--- config.mk ---
export PLATFORM = sky130hd
export DESIGN_NAME = unpool_expand
export DESIGN_NICKNAME = d
export VERILOG_FILES = /design/src/rtl/unpool_expand_pkg.sv /design/src/rtl/coord_adjuster.sv /design/src/rtl/unpool_expand_line_buf.sv /design/src/rtl/unpool_expand.sv
export SDC_FILE = /design/constraint.sdc
export NUM_CORES = 1
export LEC_CHECK = 0
export CORE_MARGIN = 2
export CORE_UTILIZATION = 55
export CTS_CLUSTER_SIZE = 8
export DETAILED_ROUTE_END_ITERATION = 10
export GPL_ROUTABILITY_DRIVEN = 0
export PLACE_DENSITY = 0.76
export SYNTH_ARGS = -nofsm -noshare
export SYNTH_HDL_FRONTEND = slang
export SYNTH_SLANG_ARGS = --single-unit
--- constraint.sdc ---
create_clock -name clock -period 11.78 [get_ports clock]
set_input_delay 1.767 -clock clock [delete_from_list [all_inputs] [get_ports clock]]
set_output_delay 1.767 -clock clock [all_outputs]
set_load 0.05 [all_outputs]
--- src/rtl/unpool_expand_pkg.sv ---
// Shared helpers for the unpooling stage: counter-width derivation and pipeline latency.
package unpool_expand_pkg;

    // Ceiling log2 with a floor of one bit so single-entry structures still get an address.
    function automatic int log2(input int n);
        int r;
        r = 32'sd1;
        for (int i = 1; i < 31; i++) begin
            if ((32'sd1 << i) < n) begin
                r = i + 32'sd1;
            end
        end
        return r;
    endfunction

    function automatic int v_bitw_of(input int w_height);
        return log2(w_height);
    endfunction

    function automatic int h_bitw_of(input int w_width);
        return log2(w_width);
    endfunction

    // One full line plus two pixels: the block value is only known at its bottom-right pixel.
    function automatic int latency_of(input int w_width);
        return w_width + 32'sd2;
    endfunction

endpackage

--- src/rtl/coord_adjuster.sv ---
// Delays the frame line/pixel counters by a fixed number of cycles; wrap-around comes for free.
module coord_adjuster #(
    parameter int V_BITW = 3,
    parameter int H_BITW = 4,
    parameter int DELAY  = 13
) (
    input  logic              clock,
    input  logic              n_rst,
    input  logic [V_BITW-1:0] in_vcnt,
    input  logic [H_BITW-1:0] in_hcnt,
    output logic [V_BITW-1:0] out_vcnt,
    output logic [H_BITW-1:0] out_hcnt
);

    logic [V_BITW-1:0] v_pipe_r [DELAY];
    logic [H_BITW-1:0] h_pipe_r [DELAY];

    // Counter shift register, cleared to zero so a fresh start reads as coordinate (0,0).
    always_ff @(posedge clock) begin
        if (n_rst) begin
            for (int i = 0; i < DELAY; i++) begin
                v_pipe_r[i] <= '0;
                h_pipe_r[i] <= '0;
            end
        end else begin
            v_pipe_r[0] <= in_vcnt;
            h_pipe_r[0] <= in_hcnt;
            for (int i = 1; i < DELAY; i++) begin
                v_pipe_r[i] <= v_pipe_r[i-1];
                h_pipe_r[i] <= h_pipe_r[i-1];
            end
        end
    end

    assign out_vcnt = v_pipe_r[DELAY-1];
    assign out_hcnt = h_pipe_r[DELAY-1];

endmodule

--- src/rtl/unpool_expand_line_buf.sv ---
// Half-width line buffer holding one block row of pooled values; one write port, one registered read port.
module unpool_line_buf #(
    parameter int DEPTH  = 4,
    parameter int DATA_W = 32,
    parameter int ADDR_W = 2
) (
    input  logic              clock,
    input  logic              n_rst,
    input  logic              wr_en,
    input  logic [ADDR_W-1:0] wr_addr,
    input  logic [DATA_W-1:0] wr_data,
    input  logic              rd_en,
    input  logic [ADDR_W-1:0] rd_addr,
    output logic [DATA_W-1:0] rd_data
);

    logic [DATA_W-1:0] mem_r [DEPTH];
    logic [DATA_W-1:0] rd_data_r;

    // Storage array; contents are deliberately left unreset.
    always_ff @(posedge clock) begin
        if (wr_en) begin
            mem_r[wr_addr] <= wr_data;
        end
    end

    // Registered read, zero when disabled. Write-first: the top-left pixel of a block is read
    // on the very edge that stores the block value, so that value must be forwarded.
    always_ff @(posedge clock) begin
        if (n_rst) begin
            rd_data_r <= '0;
        end else if (!rd_en) begin
            rd_data_r <= '0;
        end else if (wr_en && (wr_addr == rd_addr)) begin
            rd_data_r <= wr_data;
        end else begin
            rd_data_r <= mem_r[rd_addr];
        end
    end

    assign rd_data = rd_data_r;

endmodule

--- src/rtl/unpool_expand.sv ---
// Nearest-neighbour 2x unpooling: each pooled value at odd/odd coordinates is replicated
// over its 2x2 block, with the frame counters delayed to match.
module unpool_expand
    import unpool_expand_pkg::*;
#(
    parameter int WIDTH      = 8,
    parameter int HEIGHT     = 4,
    parameter int W_WIDTH    = 12,
    parameter int W_HEIGHT   = 6,
    parameter int FIXED_BITW = 16,
    parameter int UNITS      = 2
) (
    input  logic                          clock,
    input  logic                          n_rst,
    input  logic [FIXED_BITW*UNITS-1:0]   in_pixels,
    input  logic [v_bitw_of(W_HEIGHT)-1:0] in_vcnt,
    input  logic [h_bitw_of(W_WIDTH)-1:0]  in_hcnt,
    output logic [FIXED_BITW*UNITS-1:0]   out_pixels,
    output logic [v_bitw_of(W_HEIGHT)-1:0] out_vcnt,
    output logic [h_bitw_of(W_WIDTH)-1:0]  out_hcnt
);

    localparam int V_BITW  = v_bitw_of(W_HEIGHT);
    localparam int H_BITW  = h_bitw_of(W_WIDTH);
    localparam int DATA_W  = FIXED_BITW * UNITS;
    localparam int DEPTH   = WIDTH / 2;
    localparam int ADDR_W  = log2(DEPTH);
    localparam int LATENCY = latency_of(W_WIDTH);

    localparam logic [V_BITW-1:0] HEIGHT_V = V_BITW'(HEIGHT);
    localparam logic [H_BITW-1:0] WIDTH_H  = H_BITW'(WIDTH);
    localparam logic [H_BITW-1:0] LAST_X   = H_BITW'(WIDTH - 1);

    logic              capture_s;
    logic              capture_last_s;
    logic              primed_next_s;
    logic              primed_r;
    logic              pre_active_s;
    logic              rd_en_s;
    logic [V_BITW-1:0] pre_vcnt_s;
    logic [H_BITW-1:0] pre_hcnt_s;
    logic [V_BITW-1:0] out_vcnt_r;
    logic [H_BITW-1:0] out_hcnt_r;
    logic [DATA_W-1:0] rd_data_s;

    // The counters are split one stage short so the buffer address is ready a cycle early.
    coord_adjuster #(
        .V_BITW (V_BITW),
        .H_BITW (H_BITW),
        .DELAY  (LATENCY - 1)
    ) u_coord (
        .clock    (clock),
        .n_rst    (n_rst),
        .in_vcnt  (in_vcnt),
        .in_hcnt  (in_hcnt),
        .out_vcnt (pre_vcnt_s),
        .out_hcnt (pre_hcnt_s)
    );

    // Capture decode, priming and read qualification.
    always_comb begin
        capture_s      = 1'b0;
        capture_last_s = 1'b0;
        pre_active_s   = 1'b0;
        if (in_vcnt[0] && in_hcnt[0] && (in_vcnt < HEIGHT_V) && (in_hcnt < WIDTH_H)) begin
            capture_s = 1'b1;
        end else begin
            capture_s = 1'b0;
        end
        if (capture_s && (in_hcnt == LAST_X)) begin
            capture_last_s = 1'b1;
        end else begin
            capture_last_s = 1'b0;
        end
        if ((pre_vcnt_s < HEIGHT_V) && (pre_hcnt_s < WIDTH_H)) begin
            pre_active_s = 1'b1;
        end else begin
            pre_active_s = 1'b0;
        end
        // The block row completes on this very edge, so its first output already counts as primed.
        primed_next_s = primed_r | capture_last_s;
        rd_en_s       = pre_active_s & primed_next_s;
    end

    // Primed flag and output counter stage.
    always_ff @(posedge clock) begin
        if (n_rst) begin
            primed_r   <= 1'b0;
            out_vcnt_r <= '0;
            out_hcnt_r <= '0;
        end else begin
            primed_r   <= primed_next_s;
            out_vcnt_r <= pre_vcnt_s;
            out_hcnt_r <= pre_hcnt_s;
        end
    end

    unpool_line_buf #(
        .DEPTH  (DEPTH),
        .DATA_W (DATA_W),
        .ADDR_W (ADDR_W)
    ) u_line_buf (
        .clock   (clock),
        .n_rst   (n_rst),
        .wr_en   (capture_s),
        .wr_addr (in_hcnt[ADDR_W:1]),
        .wr_data (in_pixels),
        .rd_en   (rd_en_s),
        .rd_addr (pre_hcnt_s[ADDR_W:1]),
        .rd_data (rd_data_s)
    );

    assign out_pixels = rd_data_s;
    assign out_vcnt   = out_vcnt_r;
    assign out_hcnt   = out_hcnt_r;

endmodule

==> results.yml <==
die:
  initial_utilization_pct: 56.7
  fp.dieArea_mm2: 0.0176
  core_area_mm2: 0.0160
  die_x_um: 132
  io-pin-count: 80
  die-height_um: 132
  rows: 46
place:
  dp_hpwl_mm: 8.90
  port_buffers: 79
  post-place-ws_ns: 7.36
  dpl.cell_count: 799
  post_dp_cell_area_mm2: 0.0100
timing:
  fin_worst_skew_ns: 0.0190
  tightest_slew_ns: 1.09
  period_share_pct: 33.9
  setup_viol: 0
  holdWs_ns: 0.416
  setup_ws_ns: 7.79
  finalSetupTns_ns: 0
  post-route-min-period_ns: 3.99
  fmax_ghz: 0.250
  timing_hold_violations_final: 0
  finalMaxSlewViolations: 0
  slew_headroom_pct: 27.2
  rsz0062_at_grt: "no"
global_route:
  met2_usage_pct: 32.4
  antenna_found_initial: 0
  grt_pass1_vias: 5193
  busiest_layer: "met2"
  grt-ovfl-total: 0
  grt_pass1_wl_mm: 27.0
  grtUsageMet3_pct: 5.25
  grt_use_total_pct: 19.6
  grt_max_degree: 114
  met1_usage_pct: 24.6
clocking:
  cts.root.buffer_cell: "clkbuf_16"
  cts_setup_buffers: 0
  cts_resized: 0
  cts_tree: "yes"
  postCtsHoldBufs: 0
  clock_latency_ns: 0.50
  clkTransAtPathRegs_ns: 0.05
  cts_inserted_buffers: 38
  clockBufferDepth: 3
  htreeDepth: 2
  clock-sinks: 259
synthesis:
  ys_seq_area_share_pct: 71.2
  synth_edf_count: 128
  synth_top_area_share_pct: 42.3
  synth_area_per_cell_um2: 16.6
  synth-seq-cells: 259
  yosysWarnings: 0
  syn-num-nets: 589
  synthArstFlopShare_pct: 0
  synthFlopType: "dfxtp_1"
  synth_most_common_cell: "dfxtp_1"
  synth_common_cells: "dfxtp_1 (131), edfxtp_1 (128), nor2b_1 (98)"
  synth_top_area_cell: "edfxtp_1"
  netlist_area_mm2: 0.00908
  syn_inst: 548
  synthTopCellsByArea: "edfxtp_1 (42%), dfxtp_1 (29%), mux4_1 (7.8%), nor2b_1 (6.8%), a2111oi_1 (2.9%)"
  yosysUniqueCellTypes: 24
route:
  drt_pass1_iterations: 5
  drt_wl_total_mm: 17.0
  routedWlPerCell_um: 19.7
  drc: 0
  vias_per_cell: 5.78
  ant_nets: 0
  dr_total_vias: 4991
  drt_iter0_markers: 502
worst_setup_path:
  crit_arrival_ns: 4.12
  path_class: "in -> reg"
  crit_path_start_kind: "input pin"
  required_ns: 11.90
  critPathCaptureType: "register"
  cp_max_fo: 35
finish:
  num_antenna_cells: 0
  fin_area_mm2: 0.0111
  postLayoutCoreUtil_pct: 69.5
  layout-drive-gt1-share_pct: 11.0
  areaGrowthSynthToFinish_pct: 22.4
  nets: 664
  num-fill-cells: 1031
  fin_cells: 863
status:
  status: "finished, final reports clean"
power_and_ir_drop:
  power.internal_mw: 1.61
  p_clk_share_pct: 49.3
  switching_power_mw: 0.392
  seqPwrFrac_pct: 47.9
  swShare_pct: 19.6
  p_per_area_mw_per_mm2: 180
  p_comb_share_pct: 2.8
  vdd_drop_max_mv: 0.118
  report.power.total_mw: 2.00
  power_leakage_nw: 3.65
job:
  maxCapViolations: 0
worst_hold_path:
  min_path_type: "reg -> reg"
## registers in the layout, indices dropped and copies added (netlist names)
register            flops
out_vcnt                3
u_line_buf.mem_r      128
u_line_buf.rd_data     32
primed_r                1
u_coord.v_pipe_r       39
out_hcnt                4
u_coord.h_pipe_r       52
## kinds of logic (layout without fill, tap and decap cells)
kind of cell | Yosys count | count (layout) | share of synthesized area (%)
flip-flops | 259 | 259 | 71.2
AND/OR/NAND/NOR | 138 | 138 | 9.62
AO/OA/AOI/OAI | 65 | 65 | 6.44
buffers and inverters | 50 | 149 | 2.96
multiplexers | 32 | 32 | 9.05
XOR/XNOR | 4 | 4 | 0.717
## metal layers
layer	wire length (um)	share of wire [%]	vias to the layer above
met5	0	0	-
met4	270	1.6	0
li1	-	-	2272
met3	1410	8.3	27
met1	6770	40	2423
met2	8560	50	269
## layout make-up
class / count / area, um^2 / area share [%]
flip-flops and latches: 259 / 6470 / 58.2
clock buffers: 63 / 1110 / 9.97
multi-input cells: 239 / 2430 / 21.8
well taps: 216 / 270 / 2.43
repair buffers: 85 / 833 / 7.50
clock inverters: 1 / 7.51 / 0.0675
## placed cells by master, fill, tap and decap left out, drive strengths merged
master	Yosys	layout
a2111oi	32	32
a31oi	1	1
and3	1	1
and4bb	1	1
buf	33	7
clkbuf	17	63
clkdlybuf4s50	0	78
clkinvlp	0	1
dfxtp	131	131
edfxtp	128	128
mux4	32	32
nand4	32	32
nand4bb	1	1
nor2	1	1
nor2b	98	98
nor3	1	1
nor3b	2	2
o31ai	32	32
or2	1	1
xnor2	2	2
xor2	2	2
## critical path: stages
cell,delay [ns]
clkdlybuf4s50_1,0.42
nand4bb_2,0.98
nor3b_2,0.44
buf_4,0.49
## path summary, 6_finish.rpt
| check | start | end | slack, ns | cells past startpoint |
|---|---|---|---|---|
| worst max register to register | u_coord.h_pipe_r[0][50]$_SDFF_PP0_ | u_line_buf.rd_data[16]$_SDFF_PP0_ | 9.08 | 3 |
| worst max-delay path | in_hcnt[3] | u_line_buf.mem_r[1][2]$_DFFE_PP_ | 7.79 | 4 |
| worst min-delay path | u_coord.v_pipe_r[0][37]$_SDFF_PP0_ | out_vcnt[1]$_SDFF_PP0_ | 0.42 | 1 |
| worst min register to register | u_coord.v_pipe_r[0][37]$_SDFF_PP0_ | out_vcnt[1]$_SDFF_PP0_ | 0.42 | 1 |
## power groups by stage
stage	Clock, mW	Sequential [mW]	Combinational [mW]
final	0.988	0.959	0.0555
after global routing	1.05	0.958	0.0591
after CTS	1.01	0.959	0.0552
after detailed placement	0	0.976	0.0547
after global placement	0	0.975	0.0526
after floorplan	0	0.978	0.0243
Power figures use the tool's default switching activity.
